`src/rtl/instr_encoder.sv`:
```
// Program loader: encodes one symbolic MIPS instruction per valid/ready handshake into a 32-bit word.
// Word, address and write strobe are registered (1-cycle latency); errors halt the encoder until clear_i.
module instr_encoder #(
  parameter int unsigned ADDR_W    = 8,
  parameter logic [31:0] BASE_ADDR = 32'h0000_0000
) (
  input  logic              clk_i,
  input  logic              rst_n_i,
  input  logic              valid_i,
  output logic              ready_o,
  input  logic [2:0]        kind_i,
  input  logic [4:0]        rs_i,
  input  logic [4:0]        rt_i,
  input  logic [4:0]        rd_i,
  input  logic [5:0]        funct_i,
  input  logic [15:0]       imm_i,
  input  logic [31:0]       target_i,
  input  logic              clear_i,
  output logic              wr_en_o,
  output logic [ADDR_W-1:0] wr_addr_o,
  output logic [31:0]       wr_data_o,
  output logic [ADDR_W:0]   count_o,
  output logic              full_o,
  output logic              err_o,
  output logic [1:0]        err_code_o
);

  typedef enum logic [1:0] {
    S_RUN  = 2'd0,
    S_FULL = 2'd1,
    S_HALT = 2'd2
  } state_e;

  localparam logic [2:0] K_RTYPE = 3'd0;
  localparam logic [2:0] K_ORI   = 3'd1;
  localparam logic [2:0] K_ADDI  = 3'd2;
  localparam logic [2:0] K_J     = 3'd3;
  localparam logic [2:0] K_BEQ   = 3'd4;
  localparam logic [2:0] K_LW    = 3'd5;
  localparam logic [2:0] K_SW    = 3'd6;

  localparam logic [1:0] E_NONE = 2'b00;
  localparam logic [1:0] E_KIND = 2'b01;
  localparam logic [1:0] E_BEQ  = 2'b10;
  localparam logic [1:0] E_J    = 2'b11;

  localparam logic [ADDR_W:0] LAST_C = {1'b0, {ADDR_W{1'b1}}};

  state_e              state_q, state_d;
  logic [ADDR_W:0]     count_q, count_d;
  logic                wr_en_q, wr_en_d;
  logic [ADDR_W-1:0]   wr_addr_q, wr_addr_d;
  logic [31:0]         wr_data_q, wr_data_d;
  logic [1:0]          err_code_q, err_code_d;

  logic [31:0] pc, pc4, diff, off;
  logic        off_ok, beq_bad, j_bad, run, accept;
  logic [31:0] word;
  logic [1:0]  enc_err;

  // Branch offset is relative to the delay-slot PC and must fit a signed 16-bit field.
  always_comb begin
    pc      = BASE_ADDR + 32'({count_q, 2'b00});
    pc4     = pc + 32'd4;
    diff    = target_i - pc4;
    off     = $unsigned($signed(diff) >>> 2);
    off_ok  = (off[31:15] == '0) || (off[31:15] == '1);
    beq_bad = (target_i[1:0] != 2'b00) || !off_ok;
    j_bad   = (target_i[1:0] != 2'b00) || (target_i[31:28] != pc4[31:28]);
  end

  always_comb begin
    word    = 32'd0;
    enc_err = E_NONE;
    unique case (kind_i)
      K_RTYPE: word = {6'b000000, rs_i, rt_i, rd_i, 5'b00000, funct_i};
      K_ORI:   word = {6'b001101, rs_i, rt_i, imm_i};
      K_ADDI:  word = {6'b001000, rs_i, rt_i, imm_i};
      K_LW:    word = {6'b100011, rs_i, rt_i, imm_i};
      K_SW:    word = {6'b101011, rs_i, rt_i, imm_i};
      K_J: begin
        word = {6'b000010, target_i[27:2]};
        if (j_bad) enc_err = E_J;
      end
      K_BEQ: begin
        word = {6'b000100, rs_i, rt_i, off[15:0]};
        if (beq_bad) enc_err = E_BEQ;
      end
      default: enc_err = E_KIND;
    endcase
  end

  assign run    = (state_q == S_RUN);
  assign accept = valid_i && run;

  always_comb begin
    state_d    = state_q;
    count_d    = count_q;
    wr_en_d    = 1'b0;
    wr_addr_d  = wr_addr_q;
    wr_data_d  = wr_data_q;
    err_code_d = err_code_q;
    if (clear_i) begin
      state_d    = S_RUN;
      count_d    = '0;
      err_code_d = E_NONE;
    end else if (accept) begin
      if (enc_err != E_NONE) begin
        state_d    = S_HALT;
        err_code_d = enc_err;
      end else begin
        wr_en_d   = 1'b1;
        wr_addr_d = count_q[ADDR_W-1:0];
        wr_data_d = word;
        count_d   = count_q + 1'b1;
        if (count_q == LAST_C) state_d = S_FULL;
      end
    end
  end

  always_ff @(posedge clk_i or negedge rst_n_i) begin
    if (!rst_n_i) begin
      state_q    <= S_RUN;
      count_q    <= '0;
      wr_en_q    <= 1'b0;
      wr_addr_q  <= '0;
      wr_data_q  <= '0;
      err_code_q <= E_NONE;
    end else begin
      state_q    <= state_d;
      count_q    <= count_d;
      wr_en_q    <= wr_en_d;
      wr_addr_q  <= wr_addr_d;
      wr_data_q  <= wr_data_d;
      err_code_q <= err_code_d;
    end
  end

  // ready is held low while reset is asserted even though the state register sits in RUN.
  assign ready_o    = rst_n_i && run;
  assign full_o     = (state_q == S_FULL);
  assign err_o      = (state_q == S_HALT);
  assign err_code_o = err_code_q;
  assign count_o    = count_q;
  assign wr_en_o    = wr_en_q;
  assign wr_addr_o  = wr_addr_q;
  assign wr_data_o  = wr_data_q;

endmodule

```
`config.mk`:
```
export PLATFORM = sky130hd
export DESIGN_NAME = instr_encoder
export DESIGN_NICKNAME = d
export VERILOG_FILES = /design/src/rtl/instr_encoder.sv
export SDC_FILE = /design/constraint.sdc
export NUM_CORES = 1
export LEC_CHECK = 0
export BUFFER_PORTS_ARGS = -buffer_cell sky130_fd_sc_hd__buf_2
export CORE_ASPECT_RATIO = 1.1
export CORE_MARGIN = 3
export CORE_UTILIZATION = 35
export DETAILED_ROUTE_END_ITERATION = 8
export PLACE_DENSITY = 0.55
export REMOVE_ABC_BUFFERS = 1
export SYNTH_ARGS = -nofsm -noshare
export SYNTH_HDL_FRONTEND = slang
export SYNTH_SLANG_ARGS = --single-unit
export TNS_END_PERCENT = 10
```
`constraint.sdc`:
```
create_clock -name clk_i -period 4.4 [get_ports clk_i]
set_clock_uncertainty 0.05 [all_clocks]
set_input_delay 0.22 -clock clk_i [delete_from_list [all_inputs] [get_ports clk_i]]
set_output_delay 0.22 -clock clk_i [all_outputs]
set_load 0.005 [all_outputs]
```
## After elaboration in Yosys (flattened, before gate mapping)

Index checks and enable logic that the tools add are counted.

| storage, ports and cells | value |
|---|---|
| register bits after elaboration | 54 |

| operators by class | value |
|---|---|
| bitwise logic cells | 2 |
| mux-type cells | 17 |
| reduce and logical (&&, ||, !) cells | 19 |
| add/subtract/negate cells | 3 |
| equal/unequal tests | 12 |

Operators with widths:

| operator | number |
|---|---|
| $pmux W32 S7 | 1 |
| $sub A32 B12 Y32 | 1 |
| $mux W9 | 3 |
| $mux W2 | 9 |
| $eq A17 B17 Y1 const B | 1 |
| $logic_not A17 Y1 | 1 |
| $add A11 B3 Y12 const B | 1 |
| $add A9 B1 Y9 const B | 1 |
| $eq A3 B3 Y1 const B | 3 |
| $eq A9 B8 Y1 const B | 1 |
| $reduce_bool A2 Y1 | 4 |
| $eq A3 B2 Y1 const B | 2 |
| $pmux W2 S3 | 1 |
| $reduce_and A2 Y1 | 3 |
| $reduce_or A5 Y1 | 1 |
| $ne A4 B1 Y1 const B | 1 |
| $eq A3 B1 Y1 const B | 1 |
| $logic_not A3 Y1 | 1 |
| $logic_or A1 B1 Y1 | 3 |
| $mux W1 | 3 |
| $reduce_and A3 Y1 | 1 |
| $reduce_bool A3 Y1 | 1 |
| $eq A2 B1 Y1 const B | 1 |
| $eq A2 B2 Y1 const B | 1 |
| 5 further kinds | 7 |

## Logic depth before layout (Yosys ltp)

| logic depth | value |
|---|---|
| word-level depth | 12 |
| depth in mapped cells | 15 |
| gate-level depth less buffers | 13 |

## Least setup slack after synthesis

Ideal clock, no wire load.

| timing | value |
|---|---|
| path kind | reg2reg |
| start point | register count_q[2] (netlist: count_o[2]) |
| end point | register wr_addr_q[0] (netlist: wr_addr_o[0]) |
| path slack | 0.665 ns |
| arrival time | 3.558 ns |
| stages on the path, launching flop included | 14 |
| required time | 4.222 ns |
| buffers on the path | 1 |
| period minus slack after synthesis | 3.735 ns |
| setup time | 0.128 ns |
| cells stage by stage | dfrtp_1 ha_1 inv_1 ha_1 a21oi_1 a21oi_1 o211ai_1 or4b_1 nor4_1 o22a_1 nand4_1 a211oi_2 buf_6 mux2_1 |

| between the ends | value |
|---|---|
| cells in the longest elaborated chain, start to end | 11 |

RTL lines:

| element | line | text |
|---|---|---|
| start, declared | 50 | `logic [ADDR_W:0] count_q, count_d;` |
| start signal, assigned | 131 | `count_q <= count_d;` |
| $add A11 B3 Y12 * | 64 | `pc4 = pc + 32'd4;` |
| $sub A32 B12 Y32 * | 65 | `diff = target_i - pc4;` |
| $eq A17 B17 Y1 or $logic_not A17 Y1 (tied branches) | 67 | `off_ok = (off[31:15] == '0) \|\| (off[31:15] == '1);` |
| $logic_or A1 B1 Y1 * | 67 |  |
| $logic_not A1 Y1 * | 68 | `beq_bad = (target_i[1:0] != 2'b00) \|\| !off_ok;` |
| $logic_or A1 B1 Y1 * | 68 |  |
| $mux W2 * | 87 | `if (beq_bad) enc_err = E_BEQ;` |
| $pmux W2 S3 * | 75 | `unique case (kind_i)` |
| $reduce_bool A2 Y1 * | 108 | `if (enc_err != E_NONE) begin` |
| $not A1 Y1 (no line) * | -- |  |
| $reduce_and A3 Y1 (no line) * | -- |  |
| end signal, assigned | 133 | `wr_addr_q <= wr_addr_d;` |
| end, declared | 52 | `logic [ADDR_W-1:0] wr_addr_q, wr_addr_d;` |

Every way passes the cells marked *; elsewhere a longest branch is shown, timed or not.
A chain may end at the register's enable or synchronous reset.

## Worst setup path after layout

| timing | value |
|---|---|
| start point | register count_q[7] (netlist: count_o[7]) |
| end point | register wr_data_q[12] (netlist: wr_data_o[12]) |

| between the ends | value |
|---|---|
| cells in the longest elaborated chain, start to end | 11 |

RTL lines:

| element | line | text |
|---|---|---|
| $add A11 B3 Y12 * | 64 |  |
| $sub A32 B12 Y32 * | 65 |  |
| $eq A17 B17 Y1 or $logic_not A17 Y1 (tied branches) | 67 |  |
| $logic_or A1 B1 Y1 | 67 |  |
| $logic_not A1 Y1 | 68 |  |
| $logic_or A1 B1 Y1 | 68 |  |
| $mux W2 | 87 |  |
| $pmux W2 S3 | 75 |  |
| $reduce_bool A2 Y1 | 108 |  |
| $not A1 Y1 (no line) | -- |  |
| $reduce_and A3 Y1 (no line) | -- |  |
| end signal, assigned | 134 | `wr_data_q <= wr_data_d;` |
| end, declared | 53 | `logic [31:0] wr_data_q, wr_data_d;` |

Marked as above.

==> metrics <==
most common cell after layout, fill and taps aside buf_2; Worst Setup SP count_o[7]$_DFFE_PN0P_; clock latency at the later pin of the worst-skew pair 0.30 ns; RR Startpoint count_o[7]$_DFFE_PN0P_; post-synthesis sequential area ratio 0.310; fill count between 1,000 and 1,500; number of routed nets with antenna violations 0; Final TNS setup 0 ns; status complete, no violations; antenna violations before repair 0; Synthesis Warnings 0; worst min path class in -> reg; Worst-path clk slew around 0.080 ns; GPL Wtd Cong ~0.95; ANT cells 0; Crit. End Element flip-flop; worst vdd ir 0.000153 V; Top FF cell, synth dfrtp_1; Longest Clk Path Bufs 2; DR vias 4,106; worst-path maximum fanout 40; PortBufs 129; cell family with most CP delay compound AO/OA/AOI/OAI gates; crit-path cells ha_1, inv_1, ha_1, a21oi_1, o22ai_1, or3_1, nor4_1, xnor2_1, nand4_1, o31a_1, a211oi_4, buf_12, mux2_1; Pleak 2.50 nW; worst reg2reg setup slack 0.26 ns; FFs w/ async S/R, synth 1.00; Crit path depth 13; I/O pin total 131; Worst Path Arrival about 4.3 ns; startpoint types flip-flop; Post-Synthesis Cell Area 4280 um2; share of layout cells above drive strength 1 0.276; sequential cell area 1330 um2; Overflow after GRT 0; Fin. Hold Viols 0; Period minus WS final approximately 4.1 ns; std cell rows 41; pwr dens approximately 290 nW/um2; Synth cell types 60; Syn Inst Count 493; most frequent cells in the layout buf_2 (129), dfrtp_1 (53), nand2_1 (49), mux2_1 (37), inv_1 (33); vias in the first global route 4,156; CTS buffer count 5; core area between 10,000 and 15,000 um2; Root Driver clkbuf_16; leading area contributor after synthesis dfrtp_1; Worst Path Buf+Inv 2; post-CTS setup buffers 0; overall routed net length 13,900 um; Routed WL per cell 18.3 um; slowest stage cell, crit path or3_1; final setup vio count 0; Critical Path RT 4.54 ns; main area contributors after synthesis dfrtp_1 (31%), mux2_1 (9.7%), ha_1 (6.4%), nand2_1 (4.3%), xnor2_1 (3.7%); CTS tree done; Layout Nets 706; Post-synth EDFFs 0; slew margin rel. 0.435; largest net degree at the start of global routing 41; FF-to-FF End wr_data_o[12]$_DFFE_PN0P_; Syn Area/Cell 8.68 um2; Total Power ~1.5 mW; router iterations before antenna repair 4; Final Max Slew Viols 0; final worst-path cycle share 0.940; Synth top area share 0.310; Tightest Pin Transition ~0.85 ns; MaxCap Viol Count 0; H-Tree Depth 2; Layout area overhead 22.6%; maximum clock frequency about 240 MHz; starting density of the core 0.366; Final Core Density 0.449; die area roughly 14,000 um2; Sink Count 53; GR Util All Layers 0.202; Most common cell on crit path ha_1; first-pass GRT wire length 22,000 um; DRC violations left 0; FF+latch count, synth 53; Detailed Place HPWL 10,500 um; Die Ht 122 um; Worst path max stage delay approximately 0.44 ns; multi-input logic area 2690 um2; RSZ-0062 raised after global routing false; Die X about 110 um; hold_ws 0.193 ns; critical path class reg -> reg; Via density 5.41; Critical Path End wr_data_o[12]$_DFFE_PN0P_; worst reg2reg path depth 13; 1st-iter DRT viols roughly 210
==> how the worst min path moves through the flow <==
stage | to | slack (ns) | from | depth (start not counted)
CTS | wr_data_o[4]$_DFFE_PN0P_ | 0.19 | imm_i[4] | 4
global placement | count_o[5]$_DFFE_PN0P_ | 0.27 | rst_n_i | 1
finish | wr_data_o[4]$_DFFE_PN0P_ | 0.19 | imm_i[4] | 4
detailed placement | count_o[5]$_DFFE_PN0P_ | 0.27 | rst_n_i | 1
global route | wr_data_o[4]$_DFFE_PN0P_ | 0.21 | imm_i[4] | 4
floorplan | count_o[0]$_DFFE_PN0P_ | -0.13 | rst_n_i | 0
==> Yosys cell counts (all sizes together) (3+ instances only) <==
| library cell | instances |
|---|---|
| dfrtp | 53 |
| o22ai | 4 |
| a211oi | 4 |
| a21oi | 27 |
| and2 | 5 |
| nand2b | 5 |
| nand3 | 9 |
| mux2 | 45 |
| nor2b | 9 |
| buf | 12 |
| a31oi | 3 |
| nor4 | 13 |
| xor2 | 12 |
| or4 | 6 |
| o211ai | 3 |
| a22oi | 15 |
| nand4 | 13 |
| o21ai | 20 |
| xnor2 | 18 |
| nor2 | 33 |
| nand2 | 49 |
| and3 | 4 |
| inv | 33 |
| o221ai | 11 |
| a21o | 4 |
| clkbuf | 20 |
| ha | 22 |
| nor3 | 10 |
==> power by group <==
group,internal [mW],total (mW),switching (mW)
sequential,0.565,0.601,0.0364
combinational,0.198,0.427,0.229
clock,0.285,0.479,0.194
==> layer usage <==
| metal | global-route usage | up-vias | part of all wire |
|---|---|---|---|
| li1 | - | 2000 | - |
| met1 | 0.269 | 1977 | 0.45 |
| met3 | 0.0407 | 11 | 0.060 |
| met5 | 0 | - | 0 |
| met2 | 0.343 | 118 | 0.48 |
| met4 | 0.0373 | 0 | 0.010 |
==> kinds of logic (layout without fill, tap and decap cells) <==
family	Yosys count	after routing	share of synthesized area
fa+ha+maj	22	22	0.0643
flops	53	53	0.310
xor+xnor	30	30	0.0614
compound gates	111	111	0.177
mux	47	47	0.123
other cells	1	1	0.000876
simple gates	164	164	0.197
buf+inv	65	181	0.0667
==> per-stage QoR <==
stage	setup WS [ns]	area, um2	std cells
floorplan	-0.843	4120	461
global placement	0.241	5050	750
detailed placement	0.215	5050	750
CTS	0.166	5230	759
global route	0.0170	5250	759
finish	0.263	5250	759
==> layout make-up <==
cell class | instances | share of cell area
well taps | 150 | 0.0358
clock buffers | 6 | 0.0265
inverters | 33 | 0.0236
flip-flops and latches | 53 | 0.253
repair buffers | 140 | 0.142
multi-input cells | 375 | 0.513
clock inverters | 2 | 0.00715
==> registers in the layout, summed over array words and instances, names as in the netlist <==
register	count
wr_addr_o	8
wr_data_o	31
err_code_o	2
state_q	2
count_o	9
wr_en_o	1
==> worst min-delay path, stage by stage <==
cell	delay (ns)
buf_2	0.07
nand2_1	0.04
o221ai_1	0.06
mux2_1	0.12
==> repair_timing <==
action,4_1_cts,5_1_grt
endpoints found under the hold margin,26,0
resized for setup,0,2
setup endpoints to repair,0,37
hold buffers,1,0
(Power assumes the default switching activity.)
